### src/rtl/layer_2_argmax_pkg.sv
// Shared definitions for the layer-2 argmax block.
//   - state encoding for the scan FSM
//   - class count and class-index width
//   - score width derivation from the layer-1/layer-2 operand widths
package layer_2_argmax_pkg;

    localparam int NUM_CLASSES = 10;
    localparam int IDX_W       = $clog2(NUM_CLASSES);

    localparam int DEF_LEAKY_LAYER_SIZE = 32;
    localparam int DEF_WEIGHT_SIZE      = 8;

    // A layer-2 score is a sum of leaky*weight products; one guard bit on
    // top of the operand widths is what the upstream matrix multiply emits.
    function automatic int score_width(input int leaky_w, input int weight_w);
        return leaky_w + weight_w + 1;
    endfunction

    typedef enum logic [1:0] {
        ST_IDLE   = 2'd0,
        ST_SCAN   = 2'd1,
        ST_REPORT = 2'd2
    } state_e;

endpackage

### src/rtl/layer_2_argmax_signed_max_compare.sv
// Combinational signed compare-and-select for the argmax scan.
// Ports:
//   cand_val/cand_idx  candidate score and its class index
//   best_val/best_idx  running best score and its class index
//   new_val/new_idx    selected best after this comparison
//   take               1 when the candidate replaces the running best
// A strict greater-than keeps the lowest index on ties.
module signed_max_compare #(
    parameter int W     = 41,
    parameter int IDX_W = 4
) (
    input  logic [W-1:0]     cand_val,
    input  logic [IDX_W-1:0] cand_idx,
    input  logic [W-1:0]     best_val,
    input  logic [IDX_W-1:0] best_idx,
    output logic [W-1:0]     new_val,
    output logic [IDX_W-1:0] new_idx,
    output logic             take
);

    always_comb begin
        take    = $signed(cand_val) > $signed(best_val);
        new_val = take ? cand_val : best_val;
        new_idx = take ? cand_idx : best_idx;
    end

endmodule

### src/rtl/layer_2_argmax.sv
// Layer-2 argmax: captures the 10 class scores on a load pulse, scans them
// one comparison per cycle and reports the winning class and its score with
// a one-cycle done pulse, 10 cycles after the load edge.
// Ports:
//   clk, reset                      clock, synchronous active-high reset
//   load                            one-cycle pulse, scores valid this cycle
//   layer_2_output_1..10            signed class scores, classes 0..9
//   busy                            high while scanning or reporting
//   done                            one-cycle result pulse
//   class_index, max_value          result, held until the next report
module layer_2_argmax
    import layer_2_argmax_pkg::*;
#(
    parameter int LEAKY_LAYER_SIZE = DEF_LEAKY_LAYER_SIZE,
    parameter int WEIGHT_SIZE      = DEF_WEIGHT_SIZE,
    parameter int SCORE_WIDTH      = score_width(LEAKY_LAYER_SIZE, WEIGHT_SIZE)
) (
    input  logic                   clk,
    input  logic                   reset,
    input  logic                   load,
    input  logic [SCORE_WIDTH-1:0] layer_2_output_1,
    input  logic [SCORE_WIDTH-1:0] layer_2_output_2,
    input  logic [SCORE_WIDTH-1:0] layer_2_output_3,
    input  logic [SCORE_WIDTH-1:0] layer_2_output_4,
    input  logic [SCORE_WIDTH-1:0] layer_2_output_5,
    input  logic [SCORE_WIDTH-1:0] layer_2_output_6,
    input  logic [SCORE_WIDTH-1:0] layer_2_output_7,
    input  logic [SCORE_WIDTH-1:0] layer_2_output_8,
    input  logic [SCORE_WIDTH-1:0] layer_2_output_9,
    input  logic [SCORE_WIDTH-1:0] layer_2_output_10,
    output logic                   busy,
    output logic                   done,
    output logic [3:0]             class_index,
    output logic [SCORE_WIDTH-1:0] max_value
);

    localparam logic [IDX_W-1:0] LAST_IDX = IDX_W'(NUM_CLASSES - 1);

    logic [NUM_CLASSES-1:0][SCORE_WIDTH-1:0] scores_in;
    logic [NUM_CLASSES-1:0][SCORE_WIDTH-1:0] store_q, store_d;

    state_e                 state_q, state_d;
    logic [IDX_W-1:0]       idx_q, idx_d;
    logic [SCORE_WIDTH-1:0] best_val_q, best_val_d;
    logic [IDX_W-1:0]       best_idx_q, best_idx_d;
    logic                   busy_q, busy_d;
    logic                   done_q, done_d;
    logic [IDX_W-1:0]       class_index_q, class_index_d;
    logic [SCORE_WIDTH-1:0] max_value_q, max_value_d;

    logic [SCORE_WIDTH-1:0] cand_val;
    logic [SCORE_WIDTH-1:0] cmp_val;
    logic [IDX_W-1:0]       cmp_idx;
    logic                   cmp_take;

    always_comb begin
        scores_in[0] = layer_2_output_1;
        scores_in[1] = layer_2_output_2;
        scores_in[2] = layer_2_output_3;
        scores_in[3] = layer_2_output_4;
        scores_in[4] = layer_2_output_5;
        scores_in[5] = layer_2_output_6;
        scores_in[6] = layer_2_output_7;
        scores_in[7] = layer_2_output_8;
        scores_in[8] = layer_2_output_9;
        scores_in[9] = layer_2_output_10;
    end

    // idx_q sits at NUM_CLASSES after a finished scan; guard the read so the
    // store is never indexed out of range.
    always_comb begin
        cand_val = '0;
        if (idx_q <= LAST_IDX) cand_val = store_q[idx_q];
    end

    signed_max_compare #(
        .W     (SCORE_WIDTH),
        .IDX_W (IDX_W)
    ) u_cmp (
        .cand_val (cand_val),
        .cand_idx (idx_q),
        .best_val (best_val_q),
        .best_idx (best_idx_q),
        .new_val  (cmp_val),
        .new_idx  (cmp_idx),
        .take     (cmp_take)
    );

    always_comb begin
        state_d       = state_q;
        store_d       = store_q;
        idx_d         = idx_q;
        best_val_d    = best_val_q;
        best_idx_d    = best_idx_q;
        class_index_d = class_index_q;
        max_value_d   = max_value_q;
        done_d        = 1'b0;

        case (state_q)
            ST_SCAN: begin
                if (cmp_take) begin
                    best_val_d = cmp_val;
                    best_idx_d = cmp_idx;
                end
                idx_d = idx_q + 1'b1;
                if (idx_q == LAST_IDX) state_d = ST_REPORT;
            end
            ST_REPORT: begin
                class_index_d = best_idx_q;
                max_value_d   = best_val_q;
                done_d        = 1'b1;
                state_d       = ST_IDLE;
            end
            default: ;
        endcase

        // A load overrides the scan bookkeeping from any state, but the
        // result commit above survives so a load landing on REPORT still
        // delivers the previous answer.
        if (load) begin
            store_d    = scores_in;
            best_val_d = scores_in[0];
            best_idx_d = '0;
            idx_d      = IDX_W'(1);
            state_d    = ST_SCAN;
        end

        busy_d = (state_d != ST_IDLE);
    end

    always_ff @(posedge clk) begin
        if (reset) begin
            state_q       <= ST_IDLE;
            store_q       <= '0;
            idx_q         <= '0;
            best_val_q    <= '0;
            best_idx_q    <= '0;
            busy_q        <= 1'b0;
            done_q        <= 1'b0;
            class_index_q <= '0;
            max_value_q   <= '0;
        end else begin
            state_q       <= state_d;
            store_q       <= store_d;
            idx_q         <= idx_d;
            best_val_q    <= best_val_d;
            best_idx_q    <= best_idx_d;
            busy_q        <= busy_d;
            done_q        <= done_d;
            class_index_q <= class_index_d;
            max_value_q   <= max_value_d;
        end
    end

    assign busy        = busy_q;
    assign done        = done_q;
    assign class_index = 4'(class_index_q);
    assign max_value   = max_value_q;

endmodule
### config.mk
export PLATFORM = sky130hd
export DESIGN_NAME = layer_2_argmax
export DESIGN_NICKNAME = d
export VERILOG_FILES = /design/src/rtl/layer_2_argmax_pkg.sv /design/src/rtl/layer_2_argmax_signed_max_compare.sv /design/src/rtl/layer_2_argmax.sv
export SDC_FILE = /design/constraint.sdc
export NUM_CORES = 1
export LEC_CHECK = 0
export CAP_MARGIN = 20
export CORE_UTILIZATION = 58
export CTS_BUF_LIST = sky130_fd_sc_hd__clkbuf_4 sky130_fd_sc_hd__clkbuf_8 sky130_fd_sc_hd__clkbuf_16
export DETAILED_ROUTE_END_ITERATION = 8
export DONT_BUFFER_PORTS = 1
export GPL_TIMING_DRIVEN = 0
export PLACE_DENSITY = 0.76
export REMOVE_ABC_BUFFERS = 1
export SYNTH_ARGS = -nofsm -noshare
export SYNTH_HDL_FRONTEND = slang
export SYNTH_SLANG_ARGS = --single-unit
### constraint.sdc
create_clock -name clk -period 4 [get_ports clk]
set_input_delay 1.2 -clock clk [delete_from_list [all_inputs] [get_ports clk]]
set_output_delay 1.2 -clock clk [all_outputs]
set_load 0.005 [all_outputs]
# Yosys cells after proc, flatten, opt, wreduce, memory -nomap -nowiden
# Index checks and enable logic that the tools add are counted.
classes:
  eq_ne: 3
  add_sub_neg: 1
  n_reduce_logical: 6
  n_mux: 12
  magnitude_cmp: 3
ops:
  columns: ["cell", "n"]
  rows:
  - ["41-bit two-way mux", 5]
  - ["41-bit binary-select mux with 4-bit select", 1]
  - ["41-bit greater-than comparator", 1]
  - ["2-bit nonzero test", 3]
  - ["4-bit by 5-bit less-than comparator with 1-bit output, second input constant", 1]
  - ["4-bit by 1-bit adder with 4-bit output, second input constant", 1]
  - ["4-bit equality test, second input constant", 1]
  - ["4-bit <= comparator, second input constant", 1]
  - ["2-bit two-way mux", 2]
  - ["2-bit one-hot mux with 2 select lines", 1]
  - ["2-bit AND reduction", 2]
  - ["1-bit two-way mux", 3]
  - ["2-bit by 1-bit equality test with 1-bit output, second input constant", 1]
  - ["2-bit equality test, second input constant", 1]
  - ["2-bit OR reduction", 1]
word_totals:
  wordCells: 44
  ff_bits: 508
  inputBits: 413

# Depth between registers and ports, before layout
logic_depth:
  depth_word: 7
  depth_mapped: 19
  ltp_nobuf: 12

# Hierarchy
# A second synthesis with hierarchy kept.
hier_totals:
  cells_unflattened: 2296
  area_unflattened_um2: 23284.8
by_module_without_submodules:
  columns: ["module", "cells_each", "instances", "seq_area_each_um2", "area_per_inst_um2"]
  rows:
  - ["layer_2_argmax", 2096, 1, 10169.8, 21663.3]
  - ["signed_max_compare", 200, 1, 0.0, 1621.6]

# Worst setup path after synthesis
# OpenSTA, ideal clock, no wires.
synth_path:
  path_type: "register to register"
  from: "register idx_q[0]"
  to: "register best_val_q[39]"
  setup_ps: 133
  t_required_ps: 3867
  arrival_time_ps: 3742
  stages_incl_launch_ff: 19
  path_slack_ps: 125
  synth_period_minus_slack_ps: 3875
  path_cell_list: "dfxtp_1 -> buf_4 -> buf_4 -> buf_4 -> buf_2 -> inv_1 -> ha_1 -> o21ai_1 -> clkbuf_1 -> o22ai_1 -> ha_1 -> a21oi_1 -> o21ai_0 -> a221o_1 -> o21ai_1 -> a41oi_4 -> nor2_4 -> buf_6 -> o221ai_2"
synth_via:
  elab_chain_cells: 6
  elab_cells_between_ends: 10
  cone_classes: "order compare (2); mux (6); reduce/logical (2)"
synth_rtl:
  columns: ["item", "line", "text"]
  rows:
  - ["start: declaration", "layer_2_argmax.sv:43", "logic [IDX_W-1:0] idx_q, idx_d;"]
  - ["start signal: assignment", "layer_2_argmax.sv:145", "idx_q <= idx_d;"]
  - ["41-bit binary-select mux with 4-bit select", "layer_2_argmax.sv:73", "if (idx_q <= LAST_IDX) cand_val = store_q[idx_q];"]
  - ["41-bit two-way mux (implied by the code)", "layer_2_argmax.sv:73", null]
  - ["41-bit two-way mux *", "layer_2_argmax.sv:73", null]
  - ["41-bit greater-than comparator or 41-bit two-way mux (tied branches)", "layer_2_argmax_signed_max_compare.sv:22, layer_2_argmax.sv:101", null]
  - ["2-bit nonzero test (no source line) or 41-bit two-way mux (tied branches)", null, null]
  - ["2-bit AND reduction (no source line) or 41-bit two-way mux (tied branches)", null, null]
  - ["end signal: assignment", "layer_2_argmax.sv:146", "best_val_q <= best_val_d;"]
  - ["end: declaration", "layer_2_argmax.sv:44", "logic [SCORE_WIDTH-1:0] best_val_q, best_val_d;"]
# Mark *: on every way between the ends. The rest lies on a longest branch, timed or not. The select of a mux whose other input is x is not followed.
# A chain may end at the register's enable or synchronous reset.

# Worst setup path in the final report
layout_path:
  from: "input load"
  to: "register busy_q, in the netlist busy"
layout_via:
  elab_chain_cells: 2
layout_rtl:
  columns: ["item", "line", "text"]
  rows:
  - ["start: declaration", "layer_2_argmax.sv:20", "input logic load,"]
  - ["2-bit two-way mux", "layer_2_argmax.sv:120", "if (load) begin"]
  - ["2-bit nonzero test", "layer_2_argmax.sv:128", "busy_d = (state_d != ST_IDLE);"]
  - ["end signal: assignment", "layer_2_argmax.sv:148", "busy_q <= busy_d;"]
  - ["end: declaration", "layer_2_argmax.sv:46", "logic busy_q, busy_d;"]
# No other way between the ends.

==> run_results.csv <==
group,metric,value,unit
yosys,synth-seq-cells,508,
critical_path,crit_path_start_kind,"primary input",
place,place_area,0.0228,mm2
yosys,synthFlopType,"dfxtp_1",
place,hpwlAfterDp,37900,um
sta,setup_viol,43,
critical_path,cp.arrival,4990,ps
power_and_ir_drop,power_density,472,mW/mm2
route,antenna_left,0,
yosys,synthArstFlopShare,0,%
run_status,status,"complete, but fails checks",
yosys,synth_top_area_cell,"dfxtp_1",
power_and_ir_drop,irDropWorstVdd,0.420,mV
clock_tree,clkTransAtPathRegs,60,ps
cells_and_area,drive_gt1_share,13.4,%
place,gp_routability_congestion,0.826,
critical_path,cp.required,4530,ps
sta,worst_pin_slew,3570,ps
sta,fin_ws,-452,ps
clock_tree,ctsHoldBuffers,0,
global_route,grt_first_pass_wirelength,93000,um
sta,fmax,0.225,GHz
global_route,grt_max_degree,543,
floorplan,pin_count,460,
sta,final.setup.tns,-13530,ps
clock_tree,cts-htree-levels,2,
hold_path,hold_path.class,"reg -> reg",
floorplan,fp.dieH,201,um
run_status,violations,"slew limit, setup timing",
yosys,synth_cell_types,53,
cells_and_area,fillCellCount,2966,
cells_and_area,stdcell_area,0.0255,mm2
sta,hold_viol_final,0,
route,drc,0,
clock_tree,clock-sinks,508,
yosys,syn_inst,2203,
yosys,yosysWarnings,0,
yosys,synth_most_common_cell,"dfxtp_1",
yosys,synth_area_leaders,"dfxtp_1, mux2i_1, mux4_2",
route,drt-pass1-iter-count,5,
sta,clock_skew,16.7,ps
clock_tree,cts_buffers,52,
sta,slew_headroom,-138,%
place,pre_cts_ws,-1620,ps
cells_and_area,area_delta_synth_final,11.5,%
yosys,yosysSeqAreaShare,44.5,%
yosys,synth_enable_flop_cells,0,
yosys,netlist.area_leader.share,44.5,%
sta,fin_crit,4450,ps
cells_and_area,regArea,0.0102,mm2
yosys,netlist_area,0.0229,mm2
critical_path,crit_type,"in -> reg",
floorplan,num_rows,72,
flow_run,max_cap_viol_count,0,
route,wl,61900,um
yosys,ys_top_cells_by_count,"dfxtp_1, mux2i_1, nor2_1",
route,initialDrtViolationCount,1257,
sta,drv_slew,495,
power_and_ir_drop,leakagePower,10.4,nW
clock_tree,root_buffer,"clkbuf_16",
floorplan,start_util,59.0,%
yosys,syn_area_per_cell,10.4,um2
clock_tree,cts.path.max_buffers,3,
global_route,grt_remaining_overflow,0,
route,avgViaCountPerCell,6.01,
floorplan,core_area,0.0387,mm2
global_route,antenna_found_initial,6,
sta,whs,471,ps
sta,fin_crit_sh,111,%
critical_path,endpoint_kind,"flop",
clock_tree,cts_tree,"done",
route,vias,16279,
floorplan,die_area,0.0402,mm2
place,port_buffers,0,
critical_path,worst-r2r-setup-slack,80,ps
critical_path,crit_path_max_fanout,496,
cells_and_area,multiInputGateArea,0.0117,mm2
cells_and_area,final_core_util,65.8,%
route,wl_per_cell,22.9,um
cells_and_area,fin_nets,2607,
global_route,grt.total_usage,29.5,%
floorplan,fp.dieW,201,um
global_route,grt_pass1_vias,16459,
clock_tree,clkLatencyLatePin,590,ps
[kinds of logic after synthesis]
kind of cell,share of synthesized area [%]
buf+inv,5.22
simple gates,12.5
flops,44.5
fa+ha+maj,2.52
xor+xnor,0.115
mux,29.8
compound gates,5.33
[worst max-delay path, cell delays in order]
cell and delay [ps]:
nor2_4 1680, buf_16 250, o221a_2 220, or2_2 100
[per-layer routing]
layer,track usage [%],vias to the layer above,part of all wire [%]
met5,0,-,0.021
met4,12.3,2,3.0
met3,8.20,112,8.1
met2,49.6,611,49
met1,35.6,7924,40
li1,-,7630,-
[state kept, by name, summed over array words and instances, names as in the netlist]
register,count
max_value,41
busy,1
idx_q,4
best_idx_q,4
best_val_q,41
store_q,410
class_index,4
done,1
state_q,2
[cells in the final DEF, fill, tap and decap left out, types with 12 or more instances in the layout]
| cell | n |
|---|---|
| clkinv_2 | 13 |
| o221ai_1 | 24 |
| ha_1 | 45 |
| clkbuf_16 | 58 |
| o221ai_2 | 16 |
| nor3_1 | 40 |
| mux2i_1 | 495 |
| buf_12 | 12 |
| nand2b_1 | 42 |
| a21oi_1 | 58 |
| nand2_1 | 91 |
| buf_4 | 37 |
| dfxtp_1 | 504 |
| nor2_1 | 428 |
| nand3_1 | 50 |
| o22ai_1 | 37 |
| mux4_2 | 82 |
| inv_1 | 45 |
[per-stage QoR]
step | power [W] | cells
finish | 0.0120 | 2708
global route | 0.0124 | 2708
CTS | 0.0119 | 2672
detailed placement | 0.00675 | 2556
global placement | 0.00672 | 2543
floorplan | 0.00646 | 2025
[path summary, 6_finish.rpt]
kind / start / to / depth (start not counted)
setup reg to reg: idx_q[3]$_SDFFE_PP0P_ / best_val_q[37]$_SDFFE_PP0P_ / 15
setup / recovery: load / busy$_SDFF_PP0_ / 4
hold / removal: store_q[28]$_SDFFE_PP0P_ / store_q[28]$_SDFFE_PP0P_ / 2
hold reg to reg: store_q[28]$_SDFFE_PP0P_ / store_q[28]$_SDFFE_PP0P_ / 2
[power breakdown]
part / internal (W) / switching, W / leakage [nW] / total [W]
Clock: 0.00309 / 0.00201 / 0.905 / 0.00510
Sequential: 0.00534 / 0.000151 / 4.19 / 0.00549
Combinational: 0.000774 / 0.000658 / 5.28 / 0.00143
Total: 0.00921 / 0.00282 / 10.4 / 0.0120
[what timing repair did]
item                       CTS  global route
cloned                       5             4
pin swaps                    7            11
buffers inserted            19            28
setup endpoints to repair   45            45
resized for setup           16            15
[layout make-up]
| class | count | area share [%] |
|---|---|---|
| clock buffers | 68 | 5.91 |
| clock inverters | 24 | 1.20 |
| flip-flops and latches | 508 | 40.0 |
| repair buffers | 67 | 3.87 |
| inverters | 45 | 0.663 |
| multi-input cells | 1474 | 45.8 |
| diodes | 4 | 0.0393 |
| well taps | 518 | 2.54 |
No activity file was read; power rests on OpenSTA's default activity.
